**src/rtl/loader_pkg.sv**
```systemverilog
// rtl/loader_pkg.sv - shared constants and state encodings for the UART memory loader
package loader_pkg;

  localparam int MEM_DEPTH  = 512;
  localparam int ADDR_W     = 9;
  localparam int DATA_W     = 8;
  localparam int FRAME_BITS = 10;

  // Loader sequencer states; the echo states are only reachable with LOADER_ECHO_EN
  typedef enum logic [2:0] {
    ST_IDLE    = 3'd0,
    ST_LEN_HI  = 3'd1,
    ST_DATA    = 3'd2,
    ST_ECHO_RD = 3'd3,
    ST_ECHO_TX = 3'd4,
    ST_DONE    = 3'd5
  } ld_state_e;

  // Serial receiver states
  typedef enum logic [1:0] {
    RX_IDLE  = 2'd0,
    RX_START = 2'd1,
    RX_DATA  = 2'd2,
    RX_STOP  = 2'd3
  } rx_state_e;

endpackage

```
**src/rtl/loader_uart_rx.sv**
```systemverilog
// rtl/loader_uart_rx.sv - 8N1 receiver: synchroniser, bit timer, shifter, framing check
module loader_uart_rx
  import loader_pkg::*;
#(
  parameter int pBAUD_DIV = 104
) (
  input  logic              i_clk,
  input  logic              i_nrst,
  input  logic              i_rx,
  output logic              o_valid,
  output logic [DATA_W-1:0] o_byte,
  output logic              o_ferr
);

  localparam int CW = $clog2(pBAUD_DIV);
  localparam logic [CW-1:0] HALF_M1 = CW'(pBAUD_DIV / 2 - 1);
  localparam logic [CW-1:0] FULL_M1 = CW'(pBAUD_DIV - 1);

  logic              sync1_q, sync2_q, prev_q;
  rx_state_e         state_q;
  logic [CW-1:0]     cnt_q;
  logic [2:0]        bit_q;
  logic [DATA_W-1:0] shift_q;

  // Two-flop synchroniser plus a delayed copy for falling-edge detection
  always_ff @(posedge i_clk or negedge i_nrst) begin
    if (!i_nrst) begin
      sync1_q <= 1'b1;
      sync2_q <= 1'b1;
      prev_q  <= 1'b1;
    end else begin
      sync1_q <= i_rx;
      sync2_q <= sync1_q;
      prev_q  <= sync2_q;
    end
  end

  // Frame receiver: mid-bit start re-check, centre sampling LSB first, stop-bit validation
  always_ff @(posedge i_clk or negedge i_nrst) begin
    if (!i_nrst) begin
      state_q <= RX_IDLE;
      cnt_q   <= '0;
      bit_q   <= '0;
      shift_q <= '0;
      o_valid <= 1'b0;
      o_byte  <= '0;
      o_ferr  <= 1'b0;
    end else begin
      o_valid <= 1'b0;
      o_ferr  <= 1'b0;
      case (state_q)
        RX_IDLE: begin
          cnt_q <= '0;
          if (prev_q && !sync2_q) state_q <= RX_START;
        end
        RX_START: begin
          if (cnt_q == HALF_M1) begin
            cnt_q   <= '0;
            bit_q   <= '0;
            state_q <= sync2_q ? RX_IDLE : RX_DATA;
          end else begin
            cnt_q <= cnt_q + 1'b1;
          end
        end
        RX_DATA: begin
          if (cnt_q == FULL_M1) begin
            cnt_q   <= '0;
            shift_q <= {sync2_q, shift_q[DATA_W-1:1]};
            bit_q   <= bit_q + 3'd1;
            if (bit_q == 3'(DATA_W - 1)) state_q <= RX_STOP;
          end else begin
            cnt_q <= cnt_q + 1'b1;
          end
        end
        RX_STOP: begin
          if (cnt_q == FULL_M1) begin
            cnt_q   <= '0;
            state_q <= RX_IDLE;
            if (sync2_q) begin
              o_valid <= 1'b1;
              o_byte  <= shift_q;
            end else begin
              o_ferr <= 1'b1;
            end
          end else begin
            cnt_q <= cnt_q + 1'b1;
          end
        end
        default: state_q <= RX_IDLE;
      endcase
    end
  end

endmodule

```
**src/rtl/uart_mem_loader.sv**
```systemverilog
// rtl/uart_mem_loader.sv - serial boot loader writing a length-prefixed stream into memory; LOADER_ECHO_EN adds readback echo
module uart_mem_loader
  import loader_pkg::*;
#(
  parameter int pBAUD_DIV = 104
) (
  input  logic              i_clk,
  input  logic              i_nrst,
  input  logic              i_rx,
  output logic [ADDR_W-1:0] o_addr,
  output logic              o_we,
  output logic [DATA_W-1:0] o_wdata,
  output logic              o_re,
  input  logic [DATA_W-1:0] i_rdata,
  output logic              o_tx,
  output logic              o_busy,
  output logic              o_done,
  output logic              o_err
);

  logic              rx_valid, rx_ferr;
  logic [DATA_W-1:0] rx_byte;

  loader_uart_rx #(.pBAUD_DIV(pBAUD_DIV)) u_rx (
    .i_clk  (i_clk),
    .i_nrst (i_nrst),
    .i_rx   (i_rx),
    .o_valid(rx_valid),
    .o_byte (rx_byte),
    .o_ferr (rx_ferr)
  );

  ld_state_e         state_q;
  logic [ADDR_W-1:0] len_q, count_q, addr_q;
  logic [DATA_W-1:0] wdata_q;
  logic              we_q, busy_q, done_q, err_q;
  logic              byte_avail, is_last;
  logic [DATA_W-1:0] byte_in;

  // Length 0 encodes 512: len-1 wraps to 511, so the compare needs no special case
  assign is_last = (count_q == len_q - ADDR_W'(1));

`ifdef LOADER_ECHO_EN
  localparam int CW = $clog2(pBAUD_DIV);
  localparam logic [CW-1:0] BAUD_M1 = CW'(pBAUD_DIV - 1);

  logic              pend_q, last_q, re_q, tx_q, tx_busy_q, tx_sent_q;
  logic [DATA_W-1:0] pend_byte_q, echo_byte_q;
  logic [DATA_W:0]   tx_sh_q;
  logic [3:0]        tx_bits_q;
  logic [1:0]        wait_q;
  logic [CW-1:0]     tx_baud_q;

  // A byte that lands while the echo is busy is parked and consumed first on return to DATA
  assign byte_avail = rx_valid | pend_q;
  assign byte_in    = pend_q ? pend_byte_q : rx_byte;
  assign o_re       = re_q;
  assign o_tx       = tx_q;
`else
  logic unused_rdata;

  assign byte_avail   = rx_valid;
  assign byte_in      = rx_byte;
  assign o_re         = 1'b0;
  assign o_tx         = 1'b1;
  assign unused_rdata = ^i_rdata;
`endif

  assign o_addr  = addr_q;
  assign o_we    = we_q;
  assign o_wdata = wdata_q;
  assign o_busy  = busy_q;
  assign o_done  = done_q;
  assign o_err   = err_q;

  // Load sequencer: frame parsing, write strobes, echo readback/transmit and sticky status
  always_ff @(posedge i_clk or negedge i_nrst) begin
    if (!i_nrst) begin
      state_q     <= ST_IDLE;
      len_q       <= '0;
      count_q     <= '0;
      addr_q      <= '0;
      wdata_q     <= '0;
      we_q        <= 1'b0;
      busy_q      <= 1'b0;
      done_q      <= 1'b0;
      err_q       <= 1'b0;
`ifdef LOADER_ECHO_EN
      pend_q      <= 1'b0;
      pend_byte_q <= '0;
      last_q      <= 1'b0;
      re_q        <= 1'b0;
      wait_q      <= '0;
      echo_byte_q <= '0;
      tx_q        <= 1'b1;
      tx_busy_q   <= 1'b0;
      tx_sent_q   <= 1'b0;
      tx_sh_q     <= '1;
      tx_bits_q   <= '0;
      tx_baud_q   <= '0;
`endif
    end else begin
      we_q <= 1'b0;
      if (rx_ferr) err_q <= 1'b1;
`ifdef LOADER_ECHO_EN
      re_q <= 1'b0;
      // Echo shifter: start bit already on the line at load, then 8 data bits and the stop bit
      if (tx_busy_q) begin
        if (tx_baud_q == BAUD_M1) begin
          tx_baud_q <= '0;
          if (tx_bits_q == 4'd0) begin
            tx_busy_q <= 1'b0;
          end else begin
            tx_q      <= tx_sh_q[0];
            tx_sh_q   <= {1'b1, tx_sh_q[DATA_W:1]};
            tx_bits_q <= tx_bits_q - 4'd1;
          end
        end else begin
          tx_baud_q <= tx_baud_q + 1'b1;
        end
      end
      if (rx_valid && (state_q == ST_ECHO_RD || state_q == ST_ECHO_TX)) begin
        pend_q      <= 1'b1;
        pend_byte_q <= rx_byte;
      end
`endif
      case (state_q)
        ST_IDLE: begin
          if (rx_valid) begin
            len_q[7:0] <= rx_byte;
            busy_q     <= 1'b1;
            state_q    <= ST_LEN_HI;
          end
        end
        ST_LEN_HI: begin
          if (rx_valid) begin
            len_q[8] <= rx_byte[0];
            state_q  <= ST_DATA;
          end
        end
        ST_DATA: begin
          if (byte_avail) begin
            addr_q  <= count_q;
            wdata_q <= byte_in;
            we_q    <= 1'b1;
            count_q <= count_q + ADDR_W'(1);
`ifdef LOADER_ECHO_EN
            pend_q <= pend_q & rx_valid;
            if (pend_q && rx_valid) pend_byte_q <= rx_byte;
            last_q  <= is_last;
            wait_q  <= '0;
            state_q <= ST_ECHO_RD;
`else
            if (is_last) state_q <= ST_DONE;
`endif
          end
        end
`ifdef LOADER_ECHO_EN
        ST_ECHO_RD: begin
          // Read strobe two cycles after the write; read data arrives one cycle after the strobe
          wait_q <= wait_q + 2'd1;
          if (wait_q == 2'd1) re_q <= 1'b1;
          if (wait_q == 2'd3) begin
            echo_byte_q <= i_rdata;
            state_q     <= ST_ECHO_TX;
          end
        end
        ST_ECHO_TX: begin
          if (!tx_busy_q) begin
            if (tx_sent_q) begin
              state_q <= ST_DONE;
            end else begin
              tx_q      <= 1'b0;
              tx_sh_q   <= {1'b1, echo_byte_q};
              tx_bits_q <= 4'(FRAME_BITS - 1);
              tx_baud_q <= '0;
              tx_busy_q <= 1'b1;
              if (last_q) tx_sent_q <= 1'b1;
              else state_q <= ST_DATA;
            end
          end
        end
`endif
        ST_DONE: begin
          busy_q <= 1'b0;
          done_q <= 1'b1;
        end
        default: state_q <= ST_IDLE;
      endcase
    end
  end

endmodule

```
**config.mk**
```make
export PLATFORM = sky130hd
export DESIGN_NAME = uart_mem_loader
export DESIGN_NICKNAME = d
export VERILOG_FILES = /design/src/rtl/loader_pkg.sv /design/src/rtl/loader_uart_rx.sv /design/src/rtl/uart_mem_loader.sv
export SDC_FILE = /design/constraint.sdc
export NUM_CORES = 1
export LEC_CHECK = 0
export BUFFER_PORTS_ARGS = -buffer_cell sky130_fd_sc_hd__buf_4
export CORE_UTILIZATION = 58
export DETAILED_ROUTE_END_ITERATION = 6
export GPL_ROUTABILITY_DRIVEN = 0
export PLACE_DENSITY_LB_ADDON = 0.25
export SYNTH_ARGS = -nofsm -noshare
export SYNTH_HDL_FRONTEND = slang
export SYNTH_SLANG_ARGS = --single-unit
export TNS_END_PERCENT = 10
```
**constraint.sdc**
```tcl
create_clock -name i_clk -period 2.3 [get_ports i_clk]
set_input_delay 0.115 -clock i_clk [delete_from_list [all_inputs] [get_ports i_clk]]
set_output_delay 0.115 -clock i_clk [all_outputs]
set_load 0.02 [all_outputs]
```
==> results.sh <==
export IMPL_drt_wl_total_mm=5.86
export IMPL_drtIter0Drc=147
export IMPL_slew_headroom_pct=39.7
export IMPL_synth_async_reset_ratio_pct=100
export IMPL_slew_violations=0
export IMPL_n_antenna_cell=0
export IMPL_ys_seq_area_share_pct=54.5
export IMPL_cpMaxStageDelayCell="dfrtp_1"
export IMPL_finalHoldViolations=0
export IMPL_cp_required_ns=2.54
export IMPL_finClkSkew_ns=0.00664
export IMPL_post_synth_top_count_cell="dfrtp_1"
export IMPL_synth_area_um2=3450
export IMPL_clk_pin_slew_ns=0.08
export IMPL_nNetsFinal=343
export IMPL_place_area_um2=3700
export IMPL_place_inst=382
export IMPL_pre_cts_ws_ns=0.354
export IMPL_num_vias=2231
export IMPL_fin_area_um2=3970
export IMPL_cts_buffer_depth=2
export IMPL_clock_latency_ns=0.35
export IMPL_synth_edf_count=0
export IMPL_avgSynthCellArea_um2=11.9
export IMPL_synth_cells=291
export IMPL_dp_hpwl_mm=4.12
export IMPL_synth_common_cells="dfrtp_1 (72), mux2_2 (27), nand2_1 (23), nor2_1 (21), inv_1 (13)"
export IMPL_start_kind="flip-flop"
export IMPL_ir_worst_vdd_mv=0.502
export IMPL_numPortBuffers=23
export IMPL_viasPerCell=5.58
export IMPL_cp_top_family="compound AO/OA/AOI/OAI gates"
export IMPL_leakagePower_nw=1.96
export IMPL_grt_pass1_wl_mm=10.2
export IMPL_fp_dieH_um=79.1
export IMPL_cp_buffers_inverters=1
export IMPL_final_setup_viol_count=0
export IMPL_row_count=27
export IMPL_synth_nets=311
export IMPL_synth_top_area_cell="dfrtp_1"
export IMPL_first_pass_iters=4
export IMPL_tightest_slew_ns=0.905
export IMPL_pin_count=34
export IMPL_max_cap_violations=0
export IMPL_post_route_period_util_pct=85.2
export IMPL_fmax_mhz=510
export IMPL_fin_cells=400
export IMPL_critical_path_class="flip-flop to flip-flop"
export IMPL_worstHoldPathType="flip-flop to flip-flop"
export IMPL_worstPathCellList="inv_1, ha_1, nor3b_2, nand2_1, o311ai_1, o21ai_1, o32ai_1"
export IMPL_ys_ff_latch=75
export IMPL_drc=0
export IMPL_grt_ovfl_total=0
export IMPL_timing_final_ws_setup_ns=0.341
export IMPL_min_period_ns=1.96
export IMPL_crit_path_end_kind="flip-flop"
export IMPL_grt_pass1_vias=2157
export IMPL_cts_made_buffers=9
export IMPL_status="finished clean"
export IMPL_setup_tns_ns=0
export IMPL_rsz0062_at_grt="no"
export IMPL_root_buffer="clkbuf_8"
export IMPL_wl_per_cell_um=14.6
export IMPL_arrival_ns=2.20
export IMPL_start_util_pct=61.5
export IMPL_yosys_warnings=0
export IMPL_area_growth_pct=15.0
export IMPL_synthFlopType="dfrtp_1"
export IMPL_yosysUniqueCellTypes=53
export IMPL_cts_sinks=75
export IMPL_yosys_area_top_type_share_pct=52.2
export IMPL_die_x_um=79.1
export IMPL_grt_usage_pct=21.9
export IMPL_die_area_um2=6260
export IMPL_grt_max_degree=76
export IMPL_critical_path_max_stage_delay_ns=0.43
export IMPL_core_um2=5610
export IMPL_postRouteAntennaNets=0
export IMPL_cts_tree="done"
export IMPL_power_density_nw_per_um2=741
export IMPL_cp_max_fo=5
export IMPL_antenna_found_initial=0
export IMPL_htreeDepth=3
export IMPL_drive_gt1_share_pct=24.7
export IMPL_synth_area_leaders="dfrtp_1 (52%), mux2_2 (8.8%), mux2_1 (3.9%), ha_1 (3.3%), xnor2_1 (3.0%)"
final cells by class:
class	count	area, µm²
multi-input combinational	195	1480
inverter	13	48.8
timing repair buffer	29	223
fill	414	1640
clock inverter	7	124
tap	72	90.1
clock buffer	9	124
sequential	75	1880
timing repair:
action / CTS / global route
hold buffers: 2 / 0
hold endpoints to repair: 73 / 0
setup buffers: 0 / 0
gates resized for setup: 0 / 0
cells in the final DEF (no fill, tap or decap), drive strengths merged, types with 4 or more instances in the layout:
cell type and count:
dfrtp 72, mux2 39, buf 27, nand2 24, nor2 21, inv 15
xnor2 12, o21ai 11, ha 9, clkbuf 9, xor2 8, nand3 7
nand2b 6, nand4 5, nor3 4
sequential cells by signal (all words and copies together), names as in the netlist, 7 cells and up, named ones only:
register,flops
o_wdata,8
len_q,9
u_rx.o_byte,8
u_rx.cnt_q,7
count_q,9
u_rx.shift_q,8
o_addr,9
through the flow:
stage	power [W]	hold slack (ns)	util (%)
5_1_grt	0.00307	0.369	70.7
3_5_place_dp	0.00173	0.225	66.0
6_report	0.00294	0.362	70.7
4_1_cts	0.00296	0.364	70.7
3_3_place_gp	0.00171	0.223	66.0
2_1_floorplan	0.00164	-0.181	-
power breakdown:
part / switching (W) / internal [W]
combinational: 0.000208 / 0.000106
clock: 0.000507 / 0.000730
sequential: 0.0000334 / 0.00136
total: 0.000748 / 0.00219
logic make-up after synthesis:
family	Yosys count	synth area share, %
other	2	0.218
muxes	41	13.3
AOI/OAI and AO/OA	34	6.64
buffers and inverters	21	2.86
and+or+nand+nor	89	14.1
DFF	75	54.5
adders and majority gates	9	3.26
xor gates and xnor gates	20	5.08
final timing paths:
check	start	endpoint	slack (ns)	cells past startpoint
setup / recovery	len_q[0]$_DFFE_PN0P_	state_q[0]$_DFFE_PN0P_	0.34	7
hold / removal	u_rx.sync1_q$_DFF_PN1_	u_rx.sync2_q$_DFF_PN1_	0.36	0
setup reg to reg	len_q[0]$_DFFE_PN0P_	state_q[0]$_DFFE_PN0P_	0.34	7
hold reg to reg	u_rx.sync1_q$_DFF_PN1_	u_rx.sync2_q$_DFF_PN1_	0.36	0
max in group asynchronous	i_nrst	len_q[6]$_DFFE_PN0P_	1.28	2
min in group asynchronous	i_nrst	u_rx.bit_q[0]$_DFFE_PN0P_	0.44	2
worst register-to-register path: stages (launching register included):
cell,delay (ns)
dfrtp_1,0.43
inv_1,0.09
ha_1,0.20
nor3b_2,0.29
nand2_1,0.11
o311ai_1,0.30
o21ai_1,0.14
o32ai_1,0.29
per-layer routing:
layer  vias up  GRT usage (%)  wire length [µm]
li1       1086              -                 -
met5         -              0                 0
met1      1088           30.9              2870
met4         0           12.4               168
met3        14           4.60               185
met2        43           31.3              2630
(Power assumes the default switching activity.)
